File: config.mk
export PLATFORM = sky130hd
export DESIGN_NAME = mod_counter
export DESIGN_NICKNAME = d
export VERILOG_FILES = /design/src/rtl/mod_counter_pkg.sv /design/src/rtl/mod_counter_next.sv /design/src/rtl/mod_counter.sv
export SDC_FILE = /design/constraint.sdc
export NUM_CORES = 1
export LEC_CHECK = 0
export CORE_UTILIZATION = 25
export DETAILED_ROUTE_END_ITERATION = 6
export HOLD_SLACK_MARGIN = 0.06
export PLACE_DENSITY = 0.58
export SETUP_SLACK_MARGIN = 0.3
export SYNTH_ARGS = -nofsm -noshare
export SYNTH_HDL_FRONTEND = slang
export SYNTH_HIERARCHICAL = 1
export SYNTH_SLANG_ARGS = --single-unit
export TNS_END_PERCENT = 50
File: constraint.sdc
create_clock -name clk -period 2.6 [get_ports clk]
set_clock_uncertainty 0.15 [all_clocks]
set_input_delay 0.65 -clock clk [delete_from_list [all_inputs] [get_ports clk]]
set_output_delay 0.65 -clock clk [all_outputs]
set_load 0.005 [all_outputs]
File: src/rtl/mod_counter_pkg.sv
// mod_counter_pkg: shared constants, direction type and elaboration helpers
// for the modulo-N event counter (mod_counter / mod_counter_next).
package mod_counter_pkg;

  // Default configuration: a 0..59 seconds counter.
  localparam int MODCNT_DEF_MODULUS = 60;
  localparam int MODCNT_DEF_W       = 6;

  // Count direction. DOWN is only reachable when MODCNT_DOWN_EN is defined.
  typedef enum logic [0:0] {
    UP   = 1'b0,
    DOWN = 1'b1
  } modcnt_dir_t;

  // Number of distinct values a W-bit counter can hold (2^W), widened so that
  // the MODULUS <= 2^W check cannot itself overflow.
  function automatic longint modcnt_capacity(input int w);
    return longint'(64'd1) << w;
  endfunction

  // True when a modulus/width pair describes a buildable counter.
  function automatic bit modcnt_cfg_ok(input int modulus, input int w);
    return (modulus >= 32'sd2) && (longint'(modulus) <= modcnt_capacity(w));
  endfunction

endpackage

File: src/rtl/mod_counter_next.sv
// mod_counter_next: combinational next-state, terminal-count detect and load
// range check for mod_counter. Holds no state.
// Optional feature macro: MODCNT_DOWN_EN enables the down-count path; without
// it the dn input is ignored and no down-path logic is built.
module mod_counter_next
  import mod_counter_pkg::*;
#(
  parameter int MODULUS = MODCNT_DEF_MODULUS,
  parameter int W       = MODCNT_DEF_W
) (
  input  logic [W-1:0] count,
  input  logic         clr,
  input  logic         ld,
  input  logic [W-1:0] ld_val,
  input  logic         cnt,
  input  logic         dn,
  output logic [W-1:0] count_next,
  output logic         carry_out,
  output logic         ld_oor
);

  // Terminal value for up counting; a W-bit constant so MODULUS = 2^W still fits.
  localparam logic [W-1:0] TERM_UP = W'(MODULUS - 1);
  // Modulus extended by one bit so it is representable when MODULUS = 2^W.
  localparam logic [W:0]   MOD_EXT = (W+1)'(MODULUS);
  localparam logic [W-1:0] ZERO    = {W{1'b0}};

  logic [W:0]   count_ext;
  logic [W:0]   sum_up;
  logic         at_term_up;
  logic         at_term;
  modcnt_dir_t  dir;

  // Increment is done one bit wider than the counter so it never wraps early.
  assign count_ext  = {1'b0, count};
  assign sum_up     = count_ext + {{W{1'b0}}, 1'b1};
  assign at_term_up = (count == TERM_UP);

  // Load value is legal only below MODULUS; compare in W+1 bits.
  assign ld_oor = ({1'b0, ld_val} >= MOD_EXT);

  // The MSB of the widened increment is always zero whenever it is used
  // (the terminal case wraps to zero instead), so it is only observed here.
  logic unused_sum_msb;
  assign unused_sum_msb = sum_up[W];

`ifdef MODCNT_DOWN_EN
  logic [W:0] diff_dn;
  logic       at_term_dn;
  logic       unused_diff_msb;

  assign dir             = dn ? DOWN : UP;
  assign diff_dn         = count_ext - {{W{1'b0}}, 1'b1};
  assign at_term_dn      = (count == ZERO);
  assign unused_diff_msb = diff_dn[W];
`else
  logic unused_dn;

  assign dir       = UP;
  assign unused_dn = dn;
`endif

  // Select the terminal-count condition for the active direction.
  always_comb begin
    at_term = 1'b0;
    case (dir)
      UP: begin
        at_term = at_term_up;
      end
`ifdef MODCNT_DOWN_EN
      DOWN: begin
        at_term = at_term_dn;
      end
`endif
      default: begin
        at_term = 1'b0;
      end
    endcase
  end

  // Cascade strobe: only a real count step at terminal carries; clear and load
  // both suppress it. Kept free of registers so stages chain in one cycle.
  assign carry_out = cnt & ~clr & ~ld & at_term;

  // Next count with priority clear > load > count > hold.
  always_comb begin
    count_next = count;
    if (clr) begin
      count_next = ZERO;
    end else if (ld) begin
      if (ld_oor) begin
        count_next = TERM_UP;
      end else begin
        count_next = ld_val;
      end
    end else if (cnt) begin
      case (dir)
        UP: begin
          if (at_term_up) begin
            count_next = ZERO;
          end else begin
            count_next = sum_up[W-1:0];
          end
        end
`ifdef MODCNT_DOWN_EN
        DOWN: begin
          if (at_term_dn) begin
            count_next = TERM_UP;
          end else begin
            count_next = diff_dn[W-1:0];
          end
        end
`endif
        default: begin
          count_next = count;
        end
      endcase
    end else begin
      // No auto-wrap at terminal: an idle counter simply holds.
      count_next = count;
    end
  end

endmodule

File: src/rtl/mod_counter.sv
// mod_counter: parametrised modulo-N event counter with synchronous clear,
// range-checked parallel load, registered wrap flag and a combinational
// carry_out for cascading stages (seconds -> minutes -> hours).
// Optional feature macro: MODCNT_DOWN_EN enables down counting via dn.
module mod_counter
  import mod_counter_pkg::*;
#(
  parameter int MODULUS = MODCNT_DEF_MODULUS,
  parameter int W       = MODCNT_DEF_W
) (
  input  logic         clk,
  input  logic         rst,
  input  logic         clr,
  input  logic         ld,
  input  logic [W-1:0] ld_val,
  input  logic         cnt,
  input  logic         dn,
  output logic [W-1:0] count,
  output logic         carry_out,
  output logic         oflow,
  output logic         ld_err
);

  // Reject configurations that cannot be built.
  if (MODULUS < 2) begin : g_chk_modulus_min
    $error("mod_counter: MODULUS must be at least 2");
  end
  if (!modcnt_cfg_ok(MODULUS, W)) begin : g_chk_modulus_fit
    $error("mod_counter: MODULUS must not exceed 2^W");
  end

  logic [W-1:0] count_next;
  logic         ld_oor;
  logic         ld_err_next;

  mod_counter_next #(
    .MODULUS (MODULUS),
    .W       (W)
  ) u_next (
    .count      (count),
    .clr        (clr),
    .ld         (ld),
    .ld_val     (ld_val),
    .cnt        (cnt),
    .dn         (dn),
    .count_next (count_next),
    .carry_out  (carry_out),
    .ld_oor     (ld_oor)
  );

  // Sticky load-error flag: cleared by clr, set by an out-of-range load.
  always_comb begin
    ld_err_next = ld_err;
    if (clr) begin
      ld_err_next = 1'b0;
    end else if (ld && ld_oor) begin
      ld_err_next = 1'b1;
    end else begin
      ld_err_next = ld_err;
    end
  end

  // State registers; rst clears everything immediately, independent of clk.
  always_ff @(posedge clk or posedge rst) begin
    if (rst) begin
      count  <= {W{1'b0}};
      oflow  <= 1'b0;
      ld_err <= 1'b0;
    end else begin
      count  <= count_next;
      oflow  <= carry_out;
      ld_err <= ld_err_next;
    end
  end

endmodule

==> impl_metrics.env, run 1 <==
export IMPL_outcome="finished, final reports clean"
export IMPL_worst_ir_drop_vdd_v=0.000156
export IMPL_drtAntennaViolNets=0
export IMPL_clockBufferDepth=2
export IMPL_drive_gt1_share_pct=23.1
export IMPL_endpoint_kind="output pin"
export IMPL_antenna_found_initial=0
export IMPL_power_density_mw_per_mm2=400
export IMPL_fin_area_um2=747
export IMPL_track_usage_pct=13.2
export IMPL_syn_inst=49
export IMPL_synth_edf_count=0
export IMPL_port_buffers=19
export IMPL_htree_levels=1
export IMPL_internal_power_uw=226
export IMPL_max_slew_margin_pct=79.7
export IMPL_synthFlopType="dfrtp_1"
export IMPL_place_gp_congestion=0.823
export IMPL_ys_warn_count=6
export IMPL_cap_violations=0
export IMPL_critPathMaxStageDelay_ns=0.45
export IMPL_synth_top_area_share_pct=44.6
export IMPL_core_area_mm2=0.00159
export IMPL_synth_fp_nets=62
export IMPL_grt_pass1_vias=440
export IMPL_fmax_mhz=445
export IMPL_rsz0062_at_grt="no"
export IMPL_vias=475
export IMPL_grt_overflow=0
export IMPL_period_share_pct=86.4
export IMPL_cts_tree="done"
export IMPL_fp_row_count=14
export IMPL_p_total_uw=299
export IMPL_grt_pass1_wl_um=1860
export IMPL_nets=93
export IMPL_ys_seq_area_share_pct=44.6
export IMPL_clkSinkCount=8
export IMPL_final_common_cell="clkdlybuf4s50_1"
export IMPL_num_io_pins=21
export IMPL_setup_viol=0
export IMPL_synth_area_um2=449
export IMPL_period_minus_slack_ns=2.25
export IMPL_pre_cts_ws_ns=-0.405
export IMPL_start_kind="input port"
export IMPL_timing_critical_path_cells="clkdlybuf4s50_1, nor3_2, buf_2"
export IMPL_diodes=0
export IMPL_worst_pin_slew_ns=0.305
export IMPL_cp_max_fo=2
export IMPL_start_util_pct=28.2
export IMPL_stdcell_count=102
export IMPL_final_cell_mix="clkdlybuf4s50_1, buf_4, dfrtp_1, nand2_1"
export IMPL_pwr_share_comb_pct=22.7
export IMPL_via_per_inst=4.66
export IMPL_die_w_um=44.4
export IMPL_die_y_um=44.4
export IMPL_p_leak_nw=0.341
export IMPL_hold_viol_final=0
export IMPL_post_dp_cell_area_um2=699
export IMPL_pwr_share_seq_pct=46.6
export IMPL_cts_buffers=3
export IMPL_drt_wirelength_per_cell_um=11.0
export IMPL_path_clk_slew_ns=0.05
export IMPL_synth_avg_cell_area_um2=9.17
export IMPL_worstSetupPathType="input port to output pin"
export IMPL_yosysUniqueCellTypes=22
export IMPL_yosysTopAreaCell="dfrtp_1"
export IMPL_final_util_pct=46.9
export IMPL_slowest_stage="clkdlybuf4s50_1"
export IMPL_maxSlewViolCount=0
export IMPL_dpl_cell_count=95
export IMPL_dr_pass1_iters=4
export IMPL_grt_max_degree=12
export IMPL_fin_ws_ns=0.353
export IMPL_switching_power_uw=73.0
export IMPL_routed_wl_um=1130
export IMPL_die_area_mm2=0.00197
export IMPL_ys_async_sr_fraction_pct=100
export IMPL_hpwlAfterDp_um=846
export IMPL_yosys_top_cells_area="dfrtp_1, xor2_1, nand2_1"
export IMPL_area_growth_pct=66.3
export IMPL_synth_seq_cells=8
export IMPL_clk_latency_ns=0.25
export IMPL_crit_arrival_ns=1.45
export IMPL_hp_class="register to register"
export IMPL_cts_root_buf="clkbuf_4"
export IMPL_critical_path_required_ns=1.80
export IMPL_drc_errors=0
export IMPL_p_clk_share_pct=30.7
export IMPL_drtIter0Drc=17
export IMPL_swShare_pct=24.4
[per-layer routing]
metal | up-vias | GRT usage, % | wire [um]
li1 | 236 | - | -
met1 | 214 | 16.7 | 503
met2 | 25 | 20.9 | 519
met3 | 0 | 4.08 | 103
met4 | 0 | 5.45 | 0
met5 | - | 0 | 0
[area by class of cell]
cell class / instances / area, um2
Tap cell: 24 / 30.0
Fill cell: 166 / 847
Inverter: 4 / 15.0
Clock buffer: 3 / 22.5
Multi-Input combinational cell: 35 / 231
Timing Repair Buffer: 28 / 248
Sequential cell: 8 / 200
[stage by stage]
step	setup TNS [ns]	hold WS, ns
detailed placement	-0.405	0.362
CTS	0	0.378
finish	0	0.375
global placement	-0.371	0.345
global route	0	0.416
floorplan	0	0.316
[cells in the mapped netlist (all sizes together), types with 2 or more instances]
cell type and number:
nor3 2, inv 4, clkbuf 2, nand4 2
o22ai 3, a21oi 3, and3 2, xor2 4
or3 2, nor2 3, dfrtp 8, nand2 6
[power by group through the flow]
stage	Sequential [mW]	Combinational (mW)	Clock, mW
finish	0.139	0.0679	0.0917
global route	0.140	0.0750	0.109
CTS	0.140	0.0664	0.0959
detailed placement	0.142	0.0636	0
global placement	0.143	0.0634	0
floorplan	0.141	0.0248	0
[kinds of logic after synthesis]
logic type | count (synthesis) | synth area share [%]
and+or+nand+nor | 20 | 24.5
AOI/OAI and AO/OA | 9 | 12.8
DFF | 8 | 44.6
buffers and inverters | 6 | 5.01
xor gates and xnor gates | 4 | 7.80
muxes | 1 | 2.51
adders and majority gates | 1 | 2.79
[worst paths after layout]
| check | startpoint | to | slack [ns] | depth (start not counted) |
|---|---|---|---|---|
| min in group asynchronous | rst | count[2]$_DFF_PP0_ | 0.50 | 2 |
| setup reg to reg | count[0]$_DFF_PP0_ | count[3]$_DFF_PP0_ | 0.83 | 6 |
| hold reg to reg | ld_err$_DFFE_PP0P_ | ld_err$_DFFE_PP0P_ | 0.38 | 2 |
| hold / removal | ld_err$_DFFE_PP0P_ | ld_err$_DFFE_PP0P_ | 0.38 | 2 |
| max in group asynchronous | rst | count[5]$_DFF_PP0_ | 1.57 | 2 |
| setup / recovery | ld | carry_out | 0.35 | 3 |
[flip-flops by register name, summed over array words and instances, names as in the netlist]
| name | cells |
|---|---|
| count | 6 |
| oflow | 1 |
| ld_err | 1 |
[critical path: cells and delay by family]
kind	cells	cell delay, ns
buffers and inverters	2	0.59
and+or+nand+nor	1	0.21
[what timing repair did]
action                     CTS  global route
gates resized for setup      9             0
hold buffers                 0             0
buffers inserted             2             2
pin swaps                    1             1
setup endpoints to repair    1             1
Power figures use the tool's default switching activity.
==> run 2: changes to the inputs <==
--- a/config.mk
+++ b/config.mk
@@ -5,6 +5,7 @@
 export SDC_FILE = /design/constraint.sdc
 export NUM_CORES = 1
 export LEC_CHECK = 0
+export CORE_ASPECT_RATIO = 0.8
 export CORE_UTILIZATION = 25
 export DETAILED_ROUTE_END_ITERATION = 6
 export HOLD_SLACK_MARGIN = 0.06
==> run 2 against run 1 <==
Die area about the same. Count of clock-buffer cells in the layout unchanged. Highest routed layer unchanged. Critical endpoint unchanged. Wire length increased by 2.7%.
==> impl_metrics.env, run 2 (synthesis gave the netlist of run 1 again) <==
export IMPL_outcome="finished, final reports clean"
export IMPL_via_per_inst=4.61
export IMPL_port_buffers=19
export IMPL_largest_register_ffs=6
export IMPL_hold_viol_final=0
export IMPL_rsz0062_at_grt="yes"
export IMPL_switching_power_uw=77.7
export IMPL_drt_wirelength_per_cell_um=12.1
export IMPL_top_regs="count (6), ld_err (1), oflow (1)"
export IMPL_grt_pass1_wl_um=1750
export IMPL_p_total_uw=301
export IMPL_stdcell_count=96
export IMPL_clkSinkCount=8
export IMPL_start_util_pct=27.1
export IMPL_pwr_share_comb_pct=21.2
export IMPL_p_clk_share_pct=32.3
export IMPL_hp_class="register to register"
export IMPL_vias=443
export IMPL_fin_area_um2=721
export IMPL_nets=89
export IMPL_worst_ir_drop_vdd_v=0.000187
export IMPL_grt_pass1_vias=384
export IMPL_final_common_cell="clkdlybuf4s50_1"
export IMPL_power_density_mw_per_mm2=418
export IMPL_num_io_pins=21
export IMPL_fp_row_count=13
export IMPL_swShare_pct=25.8
export IMPL_cts_root_buf="clkbuf_4"
export IMPL_cp_max_fo=2
export IMPL_maxSlewViolCount=0
export IMPL_die_y_um=39.9
export IMPL_track_usage_pct=13.3
export IMPL_internal_power_uw=224
export IMPL_drc_errors=0
export IMPL_dpl_cell_count=93
export IMPL_worstSetupPathType="input port to output pin"
export IMPL_area_growth_pct=60.4
export IMPL_endpoint_kind="output pin"
export IMPL_fin_hold_ws_ns=0.348
export IMPL_clk_latency_ns=0.26
export IMPL_antenna_found_initial=0
export IMPL_diodes=0
export IMPL_worst_pin_slew_ns=0.322
export IMPL_max_slew_margin_pct=78.5
export IMPL_fmax_mhz=443
export IMPL_period_minus_slack_ns=2.26
export IMPL_holdBufCountCts=0
export IMPL_routed_wl_um=1160
export IMPL_clockBufferDepth=2
export IMPL_setup_viol=0
export IMPL_drtIter0Drc=8
export IMPL_path_clk_slew_ns=0.05
export IMPL_crit_arrival_ns=1.46
export IMPL_drive_gt1_share_pct=18.9
export IMPL_die_w_um=49.4
export IMPL_post_dp_cell_area_um2=697
export IMPL_period_share_pct=86.8
export IMPL_die_area_mm2=0.00197
export IMPL_largest_register="count"
export IMPL_grt_max_degree=12
export IMPL_drtAntennaViolNets=0
export IMPL_place_gp_congestion=0.802
export IMPL_fillers=189
export IMPL_p_leak_nw=0.323
export IMPL_critical_path_required_ns=1.80
export IMPL_cap_violations=0
export IMPL_cts_tree="done"
export IMPL_start_kind="input port"
export IMPL_dr_pass1_iters=4
export IMPL_pwr_share_seq_pct=46.5
export IMPL_core_area_mm2=0.00166
export IMPL_cts_setup_buffers=0
export IMPL_final_cell_mix="clkdlybuf4s50_1, dfrtp_1, nand2_1, buf_4"
export IMPL_htree_levels=1
export IMPL_cts_buffers=3
export IMPL_grt_overflow=0
==> run 2: final timing paths <==
path,cells past startpoint,slack [ns],endpoint,startpoint
max reg2reg,6,0.79,count[2]$_DFF_PP0_,count[0]$_DFF_PP0_
min reg2reg,2,0.35,ld_err$_DFFE_PP0P_,ld_err$_DFFE_PP0P_
max in group asynchronous,2,1.56,count[3]$_DFF_PP0_,rst
min in group asynchronous,2,0.50,oflow$_DFF_PP0_,rst
min,2,0.35,ld_err$_DFFE_PP0P_,ld_err$_DFFE_PP0P_
max,5,0.34,carry_out,cnt
==> run 2: critical path, cell delays in order <==
cell             delay (ns)
clkdlybuf4s15_2        0.19
and3_4                 0.18
nand4b_1               0.14
nor3_2                 0.16
buf_2                  0.14
==> run 2: power groups by stage <==
stage	Clock (mW)	Sequential, mW	Combinational [mW]
after detailed placement	0	0.142	0.0643
final	0.0974	0.140	0.0639
after global placement	0	0.142	0.0638
after CTS	0.104	0.140	0.0649
after global routing	0.113	0.141	0.0704
after floorplan	0	0.141	0.0248
==> run 2: what timing repair did <==
item	in CTS	in global routing
endpoints found under the setup margin	1	1
gates resized for setup	8	0
pin swaps	1	1
==> run 2: layout make-up <==
class / count / area (um2) / area share (%)
inverter: 4 / 15.0 / 2.08
tap: 22 / 27.5 / 3.82
sequential: 8 / 200 / 27.8
clock buffer: 3 / 22.5 / 3.13
timing repair buffer: 24 / 224 / 31.1
multi-input combinational: 35 / 231 / 32.1
==> run 2: routing by layer <==
layer | up-vias | part of all wire (%) | GRT usage [%]
met1 | 201 | 48 | 15.9
met5 | - | 0 | 0
met4 | 0 | 0 | 6.43
met3 | 0 | 8.0 | 6.98
met2 | 16 | 44 | 19.9
li1 | 226 | - | -
==> run 2: through the flow <==
stage | setup TNS (ns) | worst slack (ns) | util [%]
floorplan | 0 | 0.646 | -
global placement | -0.387 | -0.387 | 42.0
detailed placement | -0.439 | -0.439 | 42.0
CTS | 0 | 0.257 | 43.4
global route | 0 | 0.256 | 43.4
finish | 0 | 0.343 | 43.4
==> run 3: changes to the inputs <==
--- a/config.mk
+++ b/config.mk
@@ -10,6 +10,7 @@
 export DETAILED_ROUTE_END_ITERATION = 6
 export HOLD_SLACK_MARGIN = 0.06
 export PLACE_DENSITY = 0.58
+export REMOVE_ABC_BUFFERS = 1
 export SETUP_SLACK_MARGIN = 0.3
 export SYNTH_ARGS = -nofsm -noshare
 export SYNTH_HDL_FRONTEND = slang
==> run 3 against run 2 <==
Final cell count rose by 3.1%. Count of clock-buffer cells in the layout unchanged. Global-route usage down 0.057 points. Total power rose by 1.8%. Maximum frequency increased by 0.23%. Highest routed layer unchanged. Largest cell class is now non-clock buffers. Combinational power increased by 13%. Worst setup slack improved by 0.0053 ns. Register-to-register slack about the same. Hold slack improved by 0.0095 ns. Largest power group unchanged.
==> impl_metrics.env, run 3 (synthesis gave the netlist of run 1 again) <==
export IMPL_outcome="finished, final reports clean"
export IMPL_largest_register="count"
export IMPL_setup_viol=0
export IMPL_die_y_um=39.9
export IMPL_largest_register_ffs=6
export IMPL_final_util_pct=44.4
export IMPL_via_per_inst=4.70
export IMPL_final_cell_mix="clkdlybuf4s50_1, dfrtp_1, buf_4, nand2_1"
export IMPL_p_leak_nw=0.338
export IMPL_period_minus_slack_ns=2.25
export IMPL_maxSlewViolCount=0
export IMPL_place_gp_congestion=0.784
export IMPL_drtAntennaViolNets=0
export IMPL_tns_ns=0
export IMPL_cts_tree="done"
export IMPL_cp_max_fo=2
export IMPL_port_buffers=19
export IMPL_worst_pin_slew_ns=0.341
export IMPL_cts_root_buf="clkbuf_4"
export IMPL_rsz0062_at_grt="no"
export IMPL_hpwlAfterDp_um=932
export IMPL_fmax_mhz=444
export IMPL_clockBufferDepth=2
export IMPL_start_util_pct=27.1
export IMPL_nets=92
export IMPL_endpoint_kind="output pin"
export IMPL_fp_row_count=13
export IMPL_die_area_mm2=0.00197
export IMPL_top_regs="count (6), ld_err (1), oflow (1)"
export IMPL_drc_errors=0
export IMPL_crit_arrival_ns=1.45
export IMPL_grt_pass1_vias=417
export IMPL_grt_max_degree=12
export IMPL_power_density_mw_per_mm2=416
export IMPL_critical_path_required_ns=1.80
export IMPL_htree_levels=1
export IMPL_hp_class="register to register"
export IMPL_drive_gt1_share_pct=22.1
export IMPL_die_w_um=49.4
export IMPL_hold_viol_final=0
export IMPL_vias=465
export IMPL_drt_wirelength_per_cell_um=12.4
export IMPL_start_kind="input port"
export IMPL_clk_latency_ns=0.26
export IMPL_grt_overflow=0
export IMPL_final_common_cell="clkdlybuf4s50_1"
export IMPL_num_io_pins=21
export IMPL_core_area_mm2=0.00166
export IMPL_cap_violations=0
export IMPL_area_growth_pct=64.1
export IMPL_diodes=0
export IMPL_clkSinkCount=8
export IMPL_grt_pass1_wl_um=1800
export IMPL_antenna_found_initial=0
export IMPL_cts_buffers=3
export IMPL_track_usage_pct=13.2
export IMPL_worst_ir_drop_vdd_v=0.000240
export IMPL_dr_pass1_iters=4
export IMPL_period_share_pct=86.6
export IMPL_p_total_uw=307
export IMPL_routed_wl_um=1230
export IMPL_drtIter0Drc=13
export IMPL_path_clk_slew_ns=0.06
export IMPL_max_slew_margin_pct=77.2
export IMPL_worstSetupPathType="input port to output pin"
==> run 3: stage by stage <==
stage          hold slack [ns]  setup slack (ns)  area, um2  std cells
2_1_floorplan            0.316             0.646        442         47
3_3_place_gp             0.345            -0.389        704         94
3_5_place_dp             0.351            -0.422        704         94
4_1_cts                  0.369             0.330        737         99
5_1_grt                  0.394             0.301        737         99
6_report                 0.358             0.348        737         99
==> run 3: path summary, 6_finish.rpt <==
check	cells after the start	slack, ns	endpoint	start
max in group asynchronous	2	1.54	count[2]$_DFF_PP0_	rst
max	3	0.35	carry_out	ld
min in group asynchronous	2	0.50	ld_err$_DFFE_PP0P_	rst
min	2	0.36	ld_err$_DFFE_PP0P_	ld_err$_DFFE_PP0P_
max reg2reg	6	0.78	count[2]$_DFF_PP0_	count[0]$_DFF_PP0_
min reg2reg	2	0.36	ld_err$_DFFE_PP0P_	ld_err$_DFFE_PP0P_
==> run 3: power by group <==
group | switching, mW | internal [mW]
clock network | 0.0439 | 0.0530
registers | 0.00659 | 0.131
logic | 0.0288 | 0.0433
==> run 3: routing by layer <==
layer	global-route usage (%)	share of wire [%]	up-vias
met5	0	0	-
met4	4.29	0	0
met3	5.81	5.9	0
met2	20.9	44	14
met1	16.4	50	219
li1	-	-	232
==> run 3: cell type report <==
type	instances	area, um2
tap	22	27.5
multi-input combinational	35	231
timing repair buffer	27	240
clock buffer	3	22.5
inverter	4	15.0
fill	175	922
sequential	8	200
==> run 3: repair_timing <==
action | 4_1_cts | 5_1_grt
hold buffers | 0 | 0
endpoints found under the setup margin | 1 | 1
pin swaps | 1 | 1
gates resized for setup | 9 | 0
buffers inserted | 2 | 0
==> run 3: worst max-delay path, cell delays in order <==
cell and delay, ns:
clkdlybuf4s50_1 0.44, nor3_2 0.21, buf_2 0.14
